## config.mk

```make
export PLATFORM = sky130hd
export DESIGN_NAME = line_buffer_ctrl
export DESIGN_NICKNAME = d
export VERILOG_FILES = /design/src/rtl/line_buffer_ctrl.sv
export SDC_FILE = /design/constraint.sdc
export NUM_CORES = 1
export LEC_CHECK = 0
export CAP_MARGIN = 10
export CORE_MARGIN = 5
export CORE_UTILIZATION = 38
export DETAILED_ROUTE_END_ITERATION = 8
export PLACE_DENSITY = 0.69
export SYNTH_ARGS = -nofsm -noshare
export SYNTH_HDL_FRONTEND = slang
export SYNTH_SLANG_ARGS = --single-unit
```

## constraint.sdc

```tcl
create_clock -name clk -period 2.15 [get_ports clk]
set_input_delay 0.215 -clock clk [delete_from_list [all_inputs] [get_ports clk]]
set_output_delay 0.215 -clock clk [all_outputs]
set_load 0.02 [all_outputs]
```

## src/rtl/line_buffer_ctrl.sv

```systemverilog
// Line-buffer controller for a census-transform window.
// Tracks the column/row of each accepted pixel, drives the shift enable for
// the line-buffer delay FIFOs and window registers, and reports the
// window-centre coordinate whenever a full WIN x WIN window is available.
// Optional feature macro: LINE_BUFFER_CTRL_SOF_ERR_EN adds a sticky
// premature start-of-frame error flag; without it, sof_err is tied to 0.
module line_buffer_ctrl #(
  parameter int unsigned WIDTH  = 640,
  parameter int unsigned HEIGHT = 480,
  parameter int unsigned WIN    = 7
) (
  input  logic                      clk,
  input  logic                      rst,
  input  logic                      in_valid,
  input  logic                      in_sof,
  output logic                      shift_en,
  output logic                      win_valid,
  output logic [$clog2(WIDTH)-1:0]  win_col,
  output logic [$clog2(HEIGHT)-1:0] win_row,
  output logic                      frame_done,
  output logic                      sof_err
);

  localparam int unsigned CW = $clog2(WIDTH);
  localparam int unsigned RW = $clog2(HEIGHT);

  // Counter limits and window thresholds at counter width.
  localparam logic [CW-1:0] COL_LAST      = CW'(WIDTH - 1);
  localparam logic [RW-1:0] ROW_LAST      = RW'(HEIGHT - 1);
  localparam logic [RW-1:0] ROW_FILL_LAST = RW'(WIN - 2);
  localparam logic [CW-1:0] COL_WIN_MIN   = CW'(WIN - 1);
  localparam logic [RW-1:0] ROW_WIN_MIN   = RW'(WIN - 1);
  localparam logic [CW-1:0] COL_HALF      = CW'((WIN - 1) / 2);
  localparam logic [RW-1:0] ROW_HALF      = RW'((WIN - 1) / 2);

  typedef enum logic [1:0] {
    IDLE   = 2'd0,
    FILL   = 2'd1,
    STREAM = 2'd2
  } state_t;

  // State and position of the next pixel to be accepted.
  state_t        r_state;
  state_t        w_state_nxt;
  logic [CW-1:0] r_col;
  logic [CW-1:0] w_col_nxt;
  logic [RW-1:0] r_row;
  logic [RW-1:0] w_row_nxt;

  // Registered outputs and their next values.
  logic          r_shift_en;
  logic          w_shift_en_nxt;
  logic          r_win_valid;
  logic          w_win_valid_nxt;
  logic [CW-1:0] r_win_col;
  logic [CW-1:0] w_win_col_nxt;
  logic [RW-1:0] r_win_row;
  logic [RW-1:0] w_win_row_nxt;
  logic          r_frame_done;
  logic          w_frame_done_nxt;

  // Per-cycle decode of the incoming pixel.
  logic w_accept;
  logic w_last_col;
  logic w_last_pix;
  logic w_restart;
  logic w_win_hit;

  // A pixel is taken when a frame is open, or when it opens one.
  assign w_accept   = in_valid && ((r_state != IDLE) || in_sof);
  assign w_last_col = (r_col == COL_LAST);
  assign w_last_pix = w_last_col && (r_row == ROW_LAST);

  // The pixel becomes (0,0) of a new frame: either the frame opens from IDLE,
  // or an in-frame SOF arrives. SOF on the final pixel closes the frame
  // normally instead.
  assign w_restart  = (r_state == IDLE) || (in_sof && !w_last_pix);

  // Full window available once both coordinates reach WIN-1.
  assign w_win_hit  = (r_col >= COL_WIN_MIN) && (r_row >= ROW_WIN_MIN);

  // State and position register.
  always_ff @(posedge clk or posedge rst) begin
    if (rst) begin
      r_state <= IDLE;
      r_col   <= '0;
      r_row   <= '0;
    end else begin
      r_state <= w_state_nxt;
      r_col   <= w_col_nxt;
      r_row   <= w_row_nxt;
    end
  end

  // Next-state, counter advance and next output values.
  always_comb begin
    w_state_nxt      = r_state;
    w_col_nxt        = r_col;
    w_row_nxt        = r_row;
    w_shift_en_nxt   = 1'b0;
    w_win_valid_nxt  = 1'b0;
    w_win_col_nxt    = r_win_col;
    w_win_row_nxt    = r_win_row;
    w_frame_done_nxt = 1'b0;

    if (w_accept) begin
      w_shift_en_nxt = 1'b1;
      if (w_restart) begin
        // Restarted pixel sits at column 0, so it never completes a window.
        w_state_nxt = FILL;
        w_col_nxt   = CW'(1);
        w_row_nxt   = '0;
      end else begin
        if (w_win_hit) begin
          w_win_valid_nxt = 1'b1;
          w_win_col_nxt   = r_col - COL_HALF;
          w_win_row_nxt   = r_row - ROW_HALF;
        end

        if (w_last_col) begin
          w_col_nxt = '0;
          if (w_last_pix) begin
            w_row_nxt        = '0;
            w_state_nxt      = IDLE;
            w_frame_done_nxt = 1'b1;
          end else begin
            w_row_nxt = r_row + RW'(1);
          end
        end else begin
          w_col_nxt = r_col + CW'(1);
        end

        case (r_state)
          FILL: begin
            // Last pre-window row completes: window rows now available.
            if (w_last_col && (r_row == ROW_FILL_LAST)) begin
              w_state_nxt = STREAM;
            end
          end
          STREAM: begin
            // Frame end is handled above with the counters.
          end
          default: begin
            w_state_nxt = IDLE;
          end
        endcase
      end
    end
  end

  // Output registers; each reflects the pixel accepted one cycle earlier.
  always_ff @(posedge clk or posedge rst) begin
    if (rst) begin
      r_shift_en   <= 1'b0;
      r_win_valid  <= 1'b0;
      r_win_col    <= '0;
      r_win_row    <= '0;
      r_frame_done <= 1'b0;
    end else begin
      r_shift_en   <= w_shift_en_nxt;
      r_win_valid  <= w_win_valid_nxt;
      r_win_col    <= w_win_col_nxt;
      r_win_row    <= w_win_row_nxt;
      r_frame_done <= w_frame_done_nxt;
    end
  end

  assign shift_en   = r_shift_en;
  assign win_valid  = r_win_valid;
  assign win_col    = r_win_col;
  assign win_row    = r_win_row;
  assign frame_done = r_frame_done;

`ifdef LINE_BUFFER_CTRL_SOF_ERR_EN
  logic r_sof_err;
  logic w_premature;

  // In-frame SOF that is not on the final pixel.
  assign w_premature = in_valid && in_sof && (r_state != IDLE) && !w_last_pix;

  // Sticky premature-SOF flag, cleared only by reset.
  always_ff @(posedge clk or posedge rst) begin
    if (rst) begin
      r_sof_err <= 1'b0;
    end else if (w_premature) begin
      r_sof_err <= 1'b1;
    end
  end

  assign sof_err = r_sof_err;
`else
  assign sof_err = 1'b0;
`endif

endmodule

```

==> impl_metrics.ini <==
[synth]
syn_area_um2 = 2550
ys_top_cells_by_area = dfrtp_1 (42%), mux2_4 (10%), ha_1 (3.9%)
synth_edf_count = 0
ys_types = 53
yosys_warnings = 0
yosys.area.top_type_share_pct = 42.2
synth-async-reset-ratio_pct = 100
syn_area_per_cell_um2 = 10.4
ys.flop_type = dfrtp_1
ys_ff_latch = 43
syn_nets = 257
yosys.area.top_type = dfrtp_1
synth_seq_area_share_pct = 42.2
synth_cells = 245

[critical_path]
cp-start-kind = flop
critPathBufInv = 1
r2r_cells = 7
cpPeakStageDelay_ns = 0.41
rr_endpoint = win_col[6]$_DFFE_PP0P_
startpoint = r_col[0]$_DFFE_PP0P_
crit_fanout = 6
reg2reg_setup_slack_ns = 0.08
required_ns = 2.34
cp_data_arrival_time_ns = 2.26
crit_type = flop to flop
crit_slowest_cell = or3_4
cp_cell_sequence = ha_4, nand3_4, or3_4, nor4_4, o211a_4, clkbuf_16, mux2_4
critPathTopFamily = simple AND/OR/NAND/NOR gates
endpoint_kind = flop
r2r-start = r_col[0]$_DFFE_PP0P_

[clock_network]
clock-sinks = 43
insertion_delay_ns = 0.30
cts_root_buf = clkbuf_8
postCtsHoldBufs = 0
clockBufferDepth = 2
cts_buffers = 5
clkTransAtPathRegs_ns = 0.08
cts_tree = done
htree_levels = 2

[finish]
regArea_um2 = 1080
final_common_cell = dfrtp_1
mostFrequentLayoutCells = dfrtp_1 (43), buf_4 (35), clkdlybuf4s50_1 (25)
multi_input_area_um2 = 1370
finalNetCount = 315
diodes = 0
nFillCells = 585
drive_gt1_share_pct = 27.0
areaGrowthSynthToFinish_pct = 29.0

[route]
route.detailed.drc = 0
wl_per_cell_um = 14.8
viasPerCell = 5.21
first_pass_iters = 4
final_antenna_net_count = 0
drt_wl_total_um = 5650
drtIter0Drc = 96
num_vias = 1986

[grt]
grt_overflow = 0
grt_pass1_wl_um = 9270
grt_start_max_net_pins = 19
grt_pass1_vias = 1894
grt_antenna_before_repair = 0
track_usage_pct = 13.6

[sta]
worstMarginPinSlew_ns = 0.598
max_freq_ghz = 0.484
tns_ns = 0
setup_viol = 0
period_needed_ns = 2.07
slew_viol_final = 0
relSlewSlack_pct = 59.9
skew_ns = 0.00609
final.period_utilization_pct = 96.2
rsz0062_at_grt = no
worst_slack_ns = 0.0824
final_hold_viol_count = 0

[placed_design]
pre_cts_slack_ns = 0.0116
io_buffers = 25
gp_congestion = 0.833
dp_hpwl_um = 4280

[run]
max-cap-violations = 0

[power]
cellPowerDensity_nw_per_um2 = 727
p_leak_nw = 1.49
irDropWorstVdd_mv = 0.365

[floorplan]
ios = 27
start_util_pct = 39.5
die_y_um = 92.0
coreArea_um2 = 6460
dieWidth_um = 92.0
die-area_um2 = 8460
rows = 29

[worst_hold_path]
hp-class = primary input to async pin

[run_status]
status = complete, no violations
state kept, by name, summed over array words and instances, names as in the netlist:
name        cells
r_row           9
win_col        10
r_col          10
win_row         9
win_valid       1
r_state         2
shift_en        1
frame_done      1
Yosys cell counts (2+ instances only):
| cell | n |
|---|---|
| buf_4 | 3 |
| and3_1 | 5 |
| mux2_4 | 17 |
| xor2_1 | 8 |
| ha_1 | 8 |
| nand2b_1 | 2 |
| or4_1 | 2 |
| clkbuf_1 | 4 |
| nor3b_1 | 2 |
| o31ai_1 | 5 |
| or2_2 | 3 |
| dfrtp_1 | 43 |
| xnor2_1 | 9 |
| nand4_1 | 6 |
| o211ai_1 | 2 |
| a21oi_1 | 8 |
| inv_1 | 12 |
| o41ai_1 | 2 |
| nor3_1 | 4 |
| nor4_1 | 2 |
| a2bb2oi_1 | 2 |
| o21a_1 | 3 |
| nor2_1 | 18 |
| mux2i_1 | 2 |
| buf_6 | 5 |
| nand2_1 | 20 |
| a22o_1 | 3 |
| nand3_1 | 8 |
| o21ai_0 | 13 |
how the worst max path moves through the flow:
stage	slack, ns	cells past startpoint	endpoint
finish	0.08	7	win_col[6]$_DFFE_PP0P_
global route	0.02	7	win_col[2]$_DFFE_PP0P_
CTS	0.02	7	win_row[0]$_DFFE_PP0P_
detailed placement	0.01	7	win_col[8]$_DFFE_PP0P_
global placement	0.06	7	win_col[8]$_DFFE_PP0P_
floorplan	0.01	7	win_col[0]$_DFFE_PP0P_
cells by family (layout without fill, tap and decap cells):
kind of cell / after synthesis / count (layout) / synth area share [%]
flip-flops: 43 / 43 / 42.2
other: 1 / 1 / 0.147
adder cells (fa/ha/maj): 8 / 8 / 3.92
AND/OR/NAND/NOR: 85 / 85 / 19.2
AO/OA/AOI/OAI: 46 / 46 / 12.2
multiplexers: 19 / 19 / 10.8
buffers and inverters: 26 / 85 / 5.78
XOR/XNOR: 17 / 17 / 5.83
per-layer routing:
layer	GRT usage, %	part of all wire (%)	vias up
met4	4.58	1.5	0
met5	0	0	-
met1	18.9	49	943
met2	21.1	45	52
met3	3.03	4.5	12
li1	-	-	979
repair_timing:
| item | 4_1_cts | 5_1_grt |
|---|---|---|
| pin swaps | 1 | 0 |
| endpoints found under the setup margin | 4 | 19 |
| cloned | 0 | 1 |
| gates resized for setup | 1 | 7 |
| setup buffers | 0 | 2 |
per-stage QoR:
| step | hold slack, ns | util [%] | total power, mW | instance area [um2] | std cells |
|---|---|---|---|---|---|
| 2_1_floorplan | 0.394 | - | 1.54 | 2570 | 245 |
| 3_3_place_gp | 0.497 | 48.2 | 1.78 | 3110 | 370 |
| 3_5_place_dp | 0.500 | 48.2 | 1.81 | 3110 | 370 |
| 4_1_cts | 0.216 | 49.9 | 2.40 | 3220 | 378 |
| 5_1_grt | 0.245 | 51.0 | 2.55 | 3290 | 381 |
| 6_report | 0.208 | 51.0 | 2.39 | 3290 | 381 |
area by class of cell:
class / count / area share (%)
Clock buffer: 7 / 2.93
Clock inverter: 1 / 0.228
Inverter: 13 / 1.48
Multi-Input combinational cell: 176 / 41.7
Sequential cell: 43 / 32.7
Tap cell: 77 / 2.93
Timing Repair Buffer: 64 / 18.0
power by group:
part	total (mW)	switching [mW]	internal, mW
Sequential	0.914	0.0480	0.866
Combinational	0.902	0.485	0.417
Clock	0.579	0.287	0.292
Total	2.39	0.820	1.57
Note: power is estimated with default switching activity, not from simulation.
